File: src/rtl/mips_instr_encoder_pkg.sv
// mips_instr_encoder_pkg
// Shared definitions for the MIPS instruction encoder:
//   - op_e        : symbolic op select; its order is the request encoding on in_op
//   - OP_COUNT    : number of legal op selects, any in_op >= OP_COUNT is illegal
//   - OPC_* / FN_*: primary opcode and SPECIAL funct values (mips.h numbering)
//   - *_LSB       : bit positions of the instruction word fields
package mips_instr_encoder_pkg;

    typedef enum logic [4:0] {
        OP_ADD     = 5'd0,
        OP_ADDU    = 5'd1,
        OP_AND     = 5'd2,
        OP_DIV     = 5'd3,
        OP_MFHI    = 5'd4,
        OP_MFLO    = 5'd5,
        OP_JR      = 5'd6,
        OP_OR      = 5'd7,
        OP_SLL     = 5'd8,
        OP_SRA     = 5'd9,
        OP_SLT     = 5'd10,
        OP_SUB     = 5'd11,
        OP_SYSCALL = 5'd12,
        OP_ADDI    = 5'd13,
        OP_ADDIU   = 5'd14,
        OP_ANDI    = 5'd15,
        OP_ORI     = 5'd16,
        OP_LUI     = 5'd17,
        OP_LW      = 5'd18,
        OP_SW      = 5'd19,
        OP_SB      = 5'd20,
        OP_BEQ     = 5'd21,
        OP_BNE     = 5'd22,
        OP_BLTZ    = 5'd23,
        OP_J       = 5'd24,
        OP_JAL     = 5'd25
    } op_e;

    localparam int OP_COUNT = 26;

    // Instruction word layout class used when assembling the final word.
    typedef enum logic [1:0] {
        FMT_R = 2'd0,
        FMT_I = 2'd1,
        FMT_J = 2'd2
    } fmt_e;

    // Primary opcodes.
    localparam logic [5:0] OPC_SPECIAL = 6'h00;
    localparam logic [5:0] OPC_REGIMM  = 6'h01;
    localparam logic [5:0] OPC_J       = 6'h02;
    localparam logic [5:0] OPC_JAL     = 6'h03;
    localparam logic [5:0] OPC_BEQ     = 6'h04;
    localparam logic [5:0] OPC_BNE     = 6'h05;
    localparam logic [5:0] OPC_ADDI    = 6'h08;
    localparam logic [5:0] OPC_ADDIU   = 6'h09;
    localparam logic [5:0] OPC_ANDI    = 6'h0C;
    localparam logic [5:0] OPC_ORI     = 6'h0D;
    localparam logic [5:0] OPC_LUI     = 6'h0F;
    localparam logic [5:0] OPC_LW      = 6'h23;
    localparam logic [5:0] OPC_SB      = 6'h28;
    localparam logic [5:0] OPC_SW      = 6'h2B;

    // SPECIAL funct codes.
    localparam logic [5:0] FN_SLL      = 6'h00;
    localparam logic [5:0] FN_SRA      = 6'h03;
    localparam logic [5:0] FN_JR       = 6'h08;
    localparam logic [5:0] FN_SYSCALL  = 6'h0C;
    localparam logic [5:0] FN_MFHI     = 6'h10;
    localparam logic [5:0] FN_MFLO     = 6'h12;
    localparam logic [5:0] FN_DIV      = 6'h1A;
    localparam logic [5:0] FN_ADD      = 6'h20;
    localparam logic [5:0] FN_ADDU     = 6'h21;
    localparam logic [5:0] FN_SUB      = 6'h22;
    localparam logic [5:0] FN_AND      = 6'h24;
    localparam logic [5:0] FN_OR       = 6'h25;
    localparam logic [5:0] FN_SLT      = 6'h2A;

    // BLTZ is REGIMM with this value in the rt slot.
    localparam logic [4:0] RT_BLTZ     = 5'd0;

    // Field positions inside the 32-bit word.
    localparam int OPC_LSB   = 26;
    localparam int RS_LSB    = 21;
    localparam int RT_LSB    = 16;
    localparam int RD_LSB    = 11;
    localparam int SHAMT_LSB = 6;

endpackage

File: src/rtl/mips_instr_encoder_pack.sv
// mips_instr_pack
// Purely combinational encoder: op select plus operand fields -> 32-bit MIPS
// instruction word. Fields an instruction does not use are forced to zero so
// the word matches what the decoder expects to see.
// Ports:
//   op      : op select (op_e encoding), values >= OP_COUNT are illegal
//   rs/rt/rd/shamt : register and shift fields
//   imm     : 16-bit immediate / branch offset
//   target  : 26-bit jump target
//   instr   : encoded word (0 when illegal)
//   legal   : high when op is a known op select
module mips_instr_pack
    import mips_instr_encoder_pkg::*;
(
    input  logic [4:0]  op,
    input  logic [4:0]  rs,
    input  logic [4:0]  rt,
    input  logic [4:0]  rd,
    input  logic [4:0]  shamt,
    input  logic [15:0] imm,
    input  logic [25:0] target,
    output logic [31:0] instr,
    output logic        legal
);

    fmt_e       fmt;
    logic [5:0] opc;
    logic [5:0] fn;
    logic [4:0] f_rs;
    logic [4:0] f_rt;
    logic [4:0] f_rd;
    logic [4:0] f_sh;

    // Per-op field selection; defaults describe a plain three-register R-type.
    always_comb begin
        fmt   = FMT_R;
        opc   = OPC_SPECIAL;
        fn    = 6'h00;
        f_rs  = rs;
        f_rt  = rt;
        f_rd  = rd;
        f_sh  = 5'd0;
        legal = 1'b1;
        case (op)
            OP_ADD:     fn = FN_ADD;
            OP_ADDU:    fn = FN_ADDU;
            OP_AND:     fn = FN_AND;
            OP_OR:      fn = FN_OR;
            OP_SLT:     fn = FN_SLT;
            OP_SUB:     fn = FN_SUB;
            OP_DIV: begin
                fn   = FN_DIV;
                f_rd = 5'd0;
            end
            OP_MFHI, OP_MFLO: begin
                fn   = (op == OP_MFHI) ? FN_MFHI : FN_MFLO;
                f_rs = 5'd0;
                f_rt = 5'd0;
            end
            OP_JR: begin
                fn   = FN_JR;
                f_rt = 5'd0;
                f_rd = 5'd0;
            end
            OP_SLL, OP_SRA: begin
                fn   = (op == OP_SLL) ? FN_SLL : FN_SRA;
                f_rs = 5'd0;
                f_sh = shamt;
            end
            OP_SYSCALL: begin
                fn   = FN_SYSCALL;
                f_rs = 5'd0;
                f_rt = 5'd0;
                f_rd = 5'd0;
            end
            OP_ADDI:  begin fmt = FMT_I; opc = OPC_ADDI;  end
            OP_ADDIU: begin fmt = FMT_I; opc = OPC_ADDIU; end
            OP_ANDI:  begin fmt = FMT_I; opc = OPC_ANDI;  end
            OP_ORI:   begin fmt = FMT_I; opc = OPC_ORI;   end
            OP_LW:    begin fmt = FMT_I; opc = OPC_LW;    end
            OP_SW:    begin fmt = FMT_I; opc = OPC_SW;    end
            OP_SB:    begin fmt = FMT_I; opc = OPC_SB;    end
            OP_BEQ:   begin fmt = FMT_I; opc = OPC_BEQ;   end
            OP_BNE:   begin fmt = FMT_I; opc = OPC_BNE;   end
            OP_LUI: begin
                fmt  = FMT_I;
                opc  = OPC_LUI;
                f_rs = 5'd0;
            end
            OP_BLTZ: begin
                fmt  = FMT_I;
                opc  = OPC_REGIMM;
                f_rt = RT_BLTZ;
            end
            OP_J:     begin fmt = FMT_J; opc = OPC_J;     end
            OP_JAL:   begin fmt = FMT_J; opc = OPC_JAL;   end
            default:  legal = 1'b0;
        endcase
    end

    // Final word assembly by layout class.
    always_comb begin
        instr = 32'd0;
        if (legal) begin
            case (fmt)
                FMT_R: instr = (32'(opc)  << OPC_LSB) | (32'(f_rs) << RS_LSB) |
                               (32'(f_rt) << RT_LSB)  | (32'(f_rd) << RD_LSB) |
                               (32'(f_sh) << SHAMT_LSB) | 32'(fn);
                FMT_I: instr = (32'(opc)  << OPC_LSB) | (32'(f_rs) << RS_LSB) |
                               (32'(f_rt) << RT_LSB)  | 32'(imm);
                default: instr = (32'(opc) << OPC_LSB) | 32'(target);
            endcase
        end
    end

endmodule

File: src/rtl/mips_instr_encoder.sv
// mips_instr_encoder
// Encodes symbolic operation requests into MIPS words and streams each word
// with its byte address through a 2-entry FIFO (head drives out_*).
// Ports:
//   clk, rst_b          : clock, asynchronous active-low reset
//   in_valid/in_ready   : request handshake
//   in_op..in_target    : op select and operand fields
//   addr_load/addr_value: reload of the emit address counter (low 2 bits ignored)
//   out_valid/out_ready : word handshake
//   out_instr/out_addr  : head word and its byte address
//   err_illegal         : sticky flag, an illegal op select was accepted
//   emit_count          : number of words handed out, wraps
module mips_instr_encoder
    import mips_instr_encoder_pkg::*;
#(
    parameter logic [31:0] BASE_ADDR = 32'h0040_0000,
    parameter logic [31:0] ADDR_STEP = 32'd4
)(
    input  logic        clk,
    input  logic        rst_b,
    input  logic        in_valid,
    output logic        in_ready,
    input  logic [4:0]  in_op,
    input  logic [4:0]  in_rs,
    input  logic [4:0]  in_rt,
    input  logic [4:0]  in_rd,
    input  logic [4:0]  in_shamt,
    input  logic [15:0] in_imm,
    input  logic [25:0] in_target,
    input  logic        addr_load,
    input  logic [31:0] addr_value,
    output logic        out_valid,
    input  logic        out_ready,
    output logic [31:0] out_instr,
    output logic [31:0] out_addr,
    output logic        err_illegal,
    output logic [15:0] emit_count
);

    logic [31:0] pack_instr;
    logic        pack_legal;
    logic [31:0] mem_instr [2];
    logic [31:0] mem_addr  [2];
    logic [1:0]  count;
    logic        wr_ptr;
    logic        rd_ptr;
    logic        started;
    logic [31:0] addr_cnt;
    logic [31:0] cur_addr;
    logic        accept;
    logic        push;
    logic        pop;

    mips_instr_pack u_pack (
        .op     (in_op),
        .rs     (in_rs),
        .rt     (in_rt),
        .rd     (in_rd),
        .shamt  (in_shamt),
        .imm    (in_imm),
        .target (in_target),
        .instr  (pack_instr),
        .legal  (pack_legal)
    );

    // started keeps in_ready low until the first edge after reset release.
    assign in_ready  = started && (count != 2'd2);
    assign out_valid = (count != 2'd0);
    assign out_instr = mem_instr[rd_ptr];
    assign out_addr  = mem_addr[rd_ptr];

    assign accept = in_valid && in_ready;
    assign push   = accept && pack_legal;
    assign pop    = out_valid && out_ready;

    // A load in the same cycle as an accept overrides the counter for that word.
    assign cur_addr = addr_load ? (addr_value & ~32'd3) : addr_cnt;

    always_ff @(posedge clk or negedge rst_b) begin
        if (!rst_b) begin
            started     <= 1'b0;
            count       <= 2'd0;
            wr_ptr      <= 1'b0;
            rd_ptr      <= 1'b0;
            addr_cnt    <= BASE_ADDR;
            err_illegal <= 1'b0;
            emit_count  <= 16'd0;
            for (int i = 0; i < 2; i++) begin
                mem_instr[i] <= 32'd0;
                mem_addr[i]  <= BASE_ADDR;
            end
        end else begin
            started <= 1'b1;
            if (push) begin
                mem_instr[wr_ptr] <= pack_instr;
                mem_addr[wr_ptr]  <= cur_addr;
                wr_ptr            <= ~wr_ptr;
            end
            if (pop) begin
                rd_ptr     <= ~rd_ptr;
                emit_count <= emit_count + 16'd1;
            end
            case ({push, pop})
                2'b10:   count <= count + 2'd1;
                2'b01:   count <= count - 2'd1;
                default: count <= count;
            endcase
            addr_cnt <= push ? (cur_addr + ADDR_STEP) : cur_addr;
            if (accept && !pack_legal) begin
                err_illegal <= 1'b1;
            end
        end
    end

endmodule
File: config.mk
export PLATFORM = sky130hd
export DESIGN_NAME = mips_instr_encoder
export DESIGN_NICKNAME = d
export VERILOG_FILES = /design/src/rtl/mips_instr_encoder_pkg.sv /design/src/rtl/mips_instr_encoder_pack.sv /design/src/rtl/mips_instr_encoder.sv
export SDC_FILE = /design/constraint.sdc
export NUM_CORES = 1
export LEC_CHECK = 0
export CAP_MARGIN = 20
export CELL_PAD_IN_SITES_DETAIL_PLACEMENT = 0
export CELL_PAD_IN_SITES_GLOBAL_PLACEMENT = 2
export CORE_MARGIN = 2
export CORE_UTILIZATION = 25
export CTS_CLUSTER_SIZE = 14
export DETAILED_ROUTE_END_ITERATION = 10
export PLACE_DENSITY = 0.65
export SYNTH_ARGS = -nofsm -noshare
export SYNTH_HDL_FRONTEND = slang
export SYNTH_SLANG_ARGS = --single-unit
File: constraint.sdc
create_clock -name clk -period 1.9 [get_ports clk]
set_clock_uncertainty 0.15 [all_clocks]
set_input_delay 0.19 -clock clk [delete_from_list [all_inputs] [get_ports clk]]
set_output_delay 0.19 -clock clk [all_outputs]
set_load 0.03 [all_outputs]
==> impl_metrics.yaml, run 1 <==
outcome:
  outcome: "complete, but fails checks"
  violations: "setup timing"
clock_tree:
  cts_tree: "done"
  clkTransAtPathRegs_ps: 70
  numCtsBuffers: 17
  clock-sinks: 180
  clockRootBuffer: "clkbuf_16"
  cts_htree_levels: 4
  insertion_delay_ps: 440
  clockBufferDepth: 2
routing:
  dr.pass1.iters: 5
  wire_per_inst_um: 20.2
  num_vias: 8140
  routed_wl_um: 35100
  dr.first_iter.drc_count: 440
  drc: 0
  vias_per_cell: 4.69
  ant_nets: 0
synthesis:
  syn_inst: 896
  synth-seq-cells: 180
  ys.flop_type: "dfrtp_1"
  syn_nets: 1003
  syn-cell-area_sq_um: 8950
  async_flop_share_pct: 100
  ys_types: 54
  yosys_warnings: 0
  synth_area_per_cell_sq_um: 9.99
  ys_seq_area_share_pct: 50.3
  synth_edf_count: 0
final_layout:
  layout.cells.non_filler: 1736
  areaGrowthSynthToFinish_pct: 75.0
  final_cell_mix: "dfrtp_1 (175), buf_4 (131), clkdlybuf4s50_1 (97)"
  antenna_cells: 0
  nets: 1369
  drive_above_1_share_pct: 50.3
  final_common_cell: "dfrtp_1"
floorplan:
  die_w_um: 193
  fp.dieH_um: 193
  start_util_pct: 25.3
  rows: 69
  ioPinCount: 187
  core_sq_um: 35400
  die_area_sq_um: 37300
power:
  clock_power_share_pct: 17.0
  power_leakage_uw: 0.00705
  p_per_area_nw_per_um2: 1400
  power_uw: 22000
  pwr-share-seq_pct: 29.4
  ir_drop_mv: 0.808
  pwr-share-comb_pct: 53.6
  p_sw_share_pct: 39.4
  p_int_uw: 13300
  p_sw_uw: 8670
setup_path:
  crit_path_start_kind: "flop"
  cp.required_ps: 1560
  rrSetupSlack_ps: -100
  worst_ep_arrival_time_ps: 1830
  worst-path-max-fanout: 4
  crit_type: "flop to output port"
  critPathCaptureType: "output port"
  reg2reg_from: "addr_cnt[11]"
  crit_start: "rd_ptr"
timing:
  rsz0062_at_grt: "true"
  hold_viol: 0
  slew_headroom_pct: 59.4
  fmax_mhz: 460
  worst_hold_slack_ps: 107
  setup_viol: 155
  worst_pin_slew_ps: 609
  fin_crit_sh_pct: 114
  tns_ps: -13550
  setup_ws_ps: -274
  slew_violations: 0
  finalCriticalPeriod_ps: 2170
global_route:
  grt_pass1_wl_um: 44700
  antenna_found_initial: 0
  gr-usage-all-layers_pct: 15.3
  grt_pass1_vias: 7757
  grt-ovfl-total: 0
  grt_start_max_net_pins: 47
worst_hold_path:
  hold_path.class: "primary input to async pin"
place:
  gp_congestion: 0.787
  portBuffers: 183
  hpwl_um: 20100
  placedCellCount: 1633
flow_run:
  maxCapViolCount: 0
-- final timing paths --
check,endpoint,cells past startpoint
setup / recovery,out_instr[16],4
hold / removal,mem_instr[6],2
setup reg to reg,addr_cnt[27],8
hold reg to reg,mem_addr[22],2
max in group asynchronous,mem_addr[22],3
min in group clk,addr_cnt[20],3
-- repair_timing --
action                     4_1_cts  5_1_grt
hold endpoints to repair       163        0
gates resized for setup        246      438
buffers inserted                11       11
cloned                           4       48
setup endpoints to repair      103      217
pin swaps                       11      133
hold buffers                     1        0
-- stage by stage --
stage / instance area, sq um / util [%] / worst slack [ps]
after floorplan: 9080 / - / -302
after global placement: 12400 / 35.1 / -564
after detailed placement: 12400 / 35.1 / -613
after CTS: 13600 / 38.4 / -295
after global routing: 15700 / 44.3 / -324
final: 15700 / 44.3 / -274
-- power by group through the flow --
| stage | sequential [uW] | clock [uW] | combinational, uW |
|---|---|---|---|
| 2_1_floorplan | 6010 | 0 | 4900 |
| 4_1_cts | 6030 | 3860 | 9840 |
| 3_3_place_gp | 6050 | 0 | 8430 |
| 5_1_grt | 6660 | 4000 | 12500 |
| 6_report | 6460 | 3740 | 11800 |
| 3_5_place_dp | 6090 | 0 | 8460 |
-- layout make-up --
| type | count | area [sq um] |
|---|---|---|
| Clock buffer | 18 | 429 |
| Clock inverter | 14 | 179 |
| Fill cell | 3415 | 19700 |
| Inverter | 10 | 40.0 |
| Multi-Input combinational cell | 656 | 5480 |
| Sequential cell | 180 | 4510 |
| Tap cell | 461 | 577 |
| Timing Repair Buffer | 397 | 4450 |
-- synth_stat cells (3+ instances only) --
cell,instances,share of area (%)
a22oi_1,17,1.4
a31oi_1,6,0.42
nor3_1,8,0.45
and3_1,6,0.42
dfrtp_1,177,49
nor3b_1,4,0.34
mux2i_1,35,3.9
o22ai_1,3,0.21
nand2b_1,9,0.63
buf_2,6,0.34
mux2_2,70,8.8
xor2_1,22,2.2
xnor2_1,33,3.2
clkbuf_1,44,1.8
ha_1,3,0.42
buf_1,3,0.13
a222oi_1,7,0.78
nor2b_1,11,0.77
nand2_1,162,6.8
a21oi_1,24,1.3
nand3_1,19,1.1
nand4b_1,5,0.49
nand4_1,9,0.63
a221oi_1,3,0.29
inv_1,10,0.42
o21ai_0,127,7.1
nor2_1,37,1.6
dfstp_2,3,0.88
-- kinds of logic (layout without fill, tap and decap cells) --
logic type      after synthesis  count (layout)  synth area share, %
flops                       180             180                 50.3
other cells                   2               2               0.0839
simple gates                285             292                 15.0
xor+xnor                     55              55                 5.38
compound gates              198             198                 12.8
buf+inv                      67             439                 3.14
mux                         105             105                 12.7
fa+ha+maj                     4               4                0.531
-- registers in the layout, indices dropped and copies added (netlist names) --
register and cells:
addr_cnt 32, count 2, emit_count 16, err_illegal 1
mem_addr 64, mem_instr 62, rd_ptr 1, started 1
wr_ptr 1
-- per-layer routing --
| metal | track usage [%] | vias up | wire, um |
|---|---|---|---|
| met2 | 24.1 | 157 | 16500 |
| met4 | 4.50 | 0 | 456 |
| met3 | 3.02 | 20 | 1470 |
| met5 | 0 | - | 0 |
| met1 | 21.1 | 4062 | 16700 |
| li1 | - | 3901 | - |
-- critical path: stages, from the launching register on --
cell and delay (ps):
dfrtp_4 460, buf_8 150, bufbuf_16 280, mux2_2 360, buf_6 140
Note: power is estimated with default switching activity, not from simulation.
==> run 2, diff against run 1 <==
- CAP_MARGIN: 20 -> 10
- MAX_ROUTING_LAYER: default -> met4
- RECOVER_POWER: default -> 25
==> run 2 against run 1 <==
Effect of this change:
- the run still ends with setup timing left
- worst setup slack got worse by 3.6 ps
- die area did not move
- critical path depth rose by 1
- total power fell by 0.71%
- critical endpoint is now out_instr[19]
- sequential power barely moved
- clock-buffer cell count did not move
- highest routed layer unchanged
- critical path type unchanged
==> impl_metrics.yaml, run 2 (synthesis results as in run 1) <==
final_layout:
  reg_top3: "mem_addr: 64 flops, mem_instr: 62 flops, addr_cnt: 32 flops"
  final_common_cell: "dfrtp_1"
  areaGrowthSynthToFinish_pct: 73.2
  antenna_cells: 0
  drive_above_1_share_pct: 48.4
  final_cell_mix: "dfrtp_1 (175), buf_4 (131), clkdlybuf4s50_1 (97)"
  design_area_sq_um: 15500
  nets: 1366
  regMostFlops: "mem_addr"
  largest_register_ffs: 64
timing:
  finalCriticalPeriod_ps: 2180
  slew_headroom_pct: 11.3
  slew_violations: 0
  rsz0062_at_grt: "true"
  setup_viol: 114
  hold_viol: 0
  worst_hold_slack_ps: 209
  setup_ws_ps: -277
  fmax_mhz: 459
  fin_crit_sh_pct: 115
  worst_pin_slew_ps: 1330
setup_path:
  cpMostUsedCell: "buf_8"
  worst_ep_arrival_time_ps: 1840
  path_cells: "buf_8 > buf_16 > buf_8 > mux2_4 > buf_6"
  crit_type: "flop to output port"
  worst-path-max-fanout: 5
  crit_path_start_kind: "flop"
  cpPeakStageDelay_ps: 520
  critPathCaptureType: "output port"
  slowest_stage: "dfrtp_4"
  cp.required_ps: 1560
global_route:
  gr-usage-all-layers_pct: 15.7
  grt_pass1_vias: 7759
  grt_pass1_wl_um: 44700
  grt-ovfl-total: 0
  grtUsageMet3_pct: 2.96
  met1_usage_pct: 21.3
  grtUsageMet2_pct: 24.0
  top_usage_layer: "met2"
  grt_start_max_net_pins: 47
  antenna_found_initial: 0
routing:
  drc: 0
  dr.pass1.iters: 5
  vias_per_cell: 4.72
  wire_per_inst_um: 20.1
  routed_wl_um: 34900
  dr.first_iter.drc_count: 449
  ant_nets: 0
  num_vias: 8180
place:
  gp_congestion: 0.798
  dpl_cell_area_sq_um: 12400
  hpwl_um: 20100
  portBuffers: 183
clock_tree:
  cts_htree_levels: 4
  clockBufferDepth: 2
  clockRootBuffer: "clkbuf_16"
  clock-sinks: 180
  clkTransAtPathRegs_ps: 80
  cts_tree: "done"
  insertion_delay_ps: 450
  numCtsBuffers: 17
floorplan:
  rows: 69
  core_sq_um: 35400
  die_w_um: 193
  start_util_pct: 25.3
  ioPinCount: 187
  fp.dieH_um: 193
  die_area_sq_um: 37300
power:
  power_leakage_uw: 0.00700
  p_per_area_nw_per_um2: 1410
  power_uw: 21800
  ir_drop_mv: 0.821
outcome:
  outcome: "complete, but fails checks"
  violations: "setup timing"
worst_hold_path:
  hold_path.class: "primary input to flop"
flow_run:
  maxCapViolCount: 0
run 2: cell types whose count changed in the layout (fill, tap and decap cells not counted), sizes merged:
cell,before,now
buf,255,252
run 2: what timing repair did:
| action | 4_1_cts | 5_1_grt |
|---|---|---|
| buffers inserted | 11 | 9 |
| endpoints found under the setup margin | 103 | 218 |
| pin swaps | 11 | 119 |
| cloned | 4 | 47 |
| resized for setup | 246 | 408 |
| hold buffers | 1 | 0 |
| endpoints found under the hold margin | 163 | 0 |
run 2: critical path: cells and delay by family, from the launching register on:
| family | cells | cell delay, ps |
|---|---|---|
| buf+inv | 4 | 570 |
| flops | 1 | 520 |
| mux | 1 | 300 |
run 2: routing by layer:
| layer | share of wire, % | wire length (um) | up-vias |
|---|---|---|---|
| li1 | - | - | 3890 |
| met1 | 48 | 16800 | 4073 |
| met2 | 46 | 16200 | 176 |
| met3 | 3.6 | 1240 | 41 |
| met4 | 2.0 | 711 | 0 |
| met5 | 0 | 0 | - |
run 2: per-stage QoR:
step | worst slack [ps] | cells | util, % | setup TNS, ps
after floorplan | -302 | 896 | - | -2630
after global placement | -564 | 1633 | 35.1 | -63310
after detailed placement | -613 | 1633 | 35.1 | -68670
after CTS | -295 | 1679 | 38.4 | -12350
after global routing | -324 | 1733 | 43.8 | -22480
final | -277 | 1733 | 43.8 | -11970
run 2: final timing paths:
path	start	to	slack [ps]	depth (start not counted)
setup / recovery	rd_ptr	out_instr[19]	-280	5
hold / removal	addr_load	addr_cnt[20]	210	3
setup reg to reg	addr_cnt[11]	addr_cnt[27]	-110	8
hold reg to reg	mem_instr[53]	mem_instr[53]	320	2
max in group asynchronous	rst_b	addr_cnt[13]	200	3
min in group asynchronous	rst_b	mem_instr[6]	430	2
run 2: cell type report:
| class | count | area (sq um) |
|---|---|---|
| tap | 461 | 577 |
| clock buffer | 18 | 429 |
| inverter | 10 | 40.0 |
| multi-input combinational | 656 | 5410 |
| timing repair buffer | 394 | 4360 |
| clock inverter | 14 | 179 |
| fill | 3422 | 19900 |
| sequential | 180 | 4510 |
run 2: report_power, final:
part	internal, uW	switching, uW
Sequential	5260	1160
Combinational	5870	5790
Clock	2090	1660
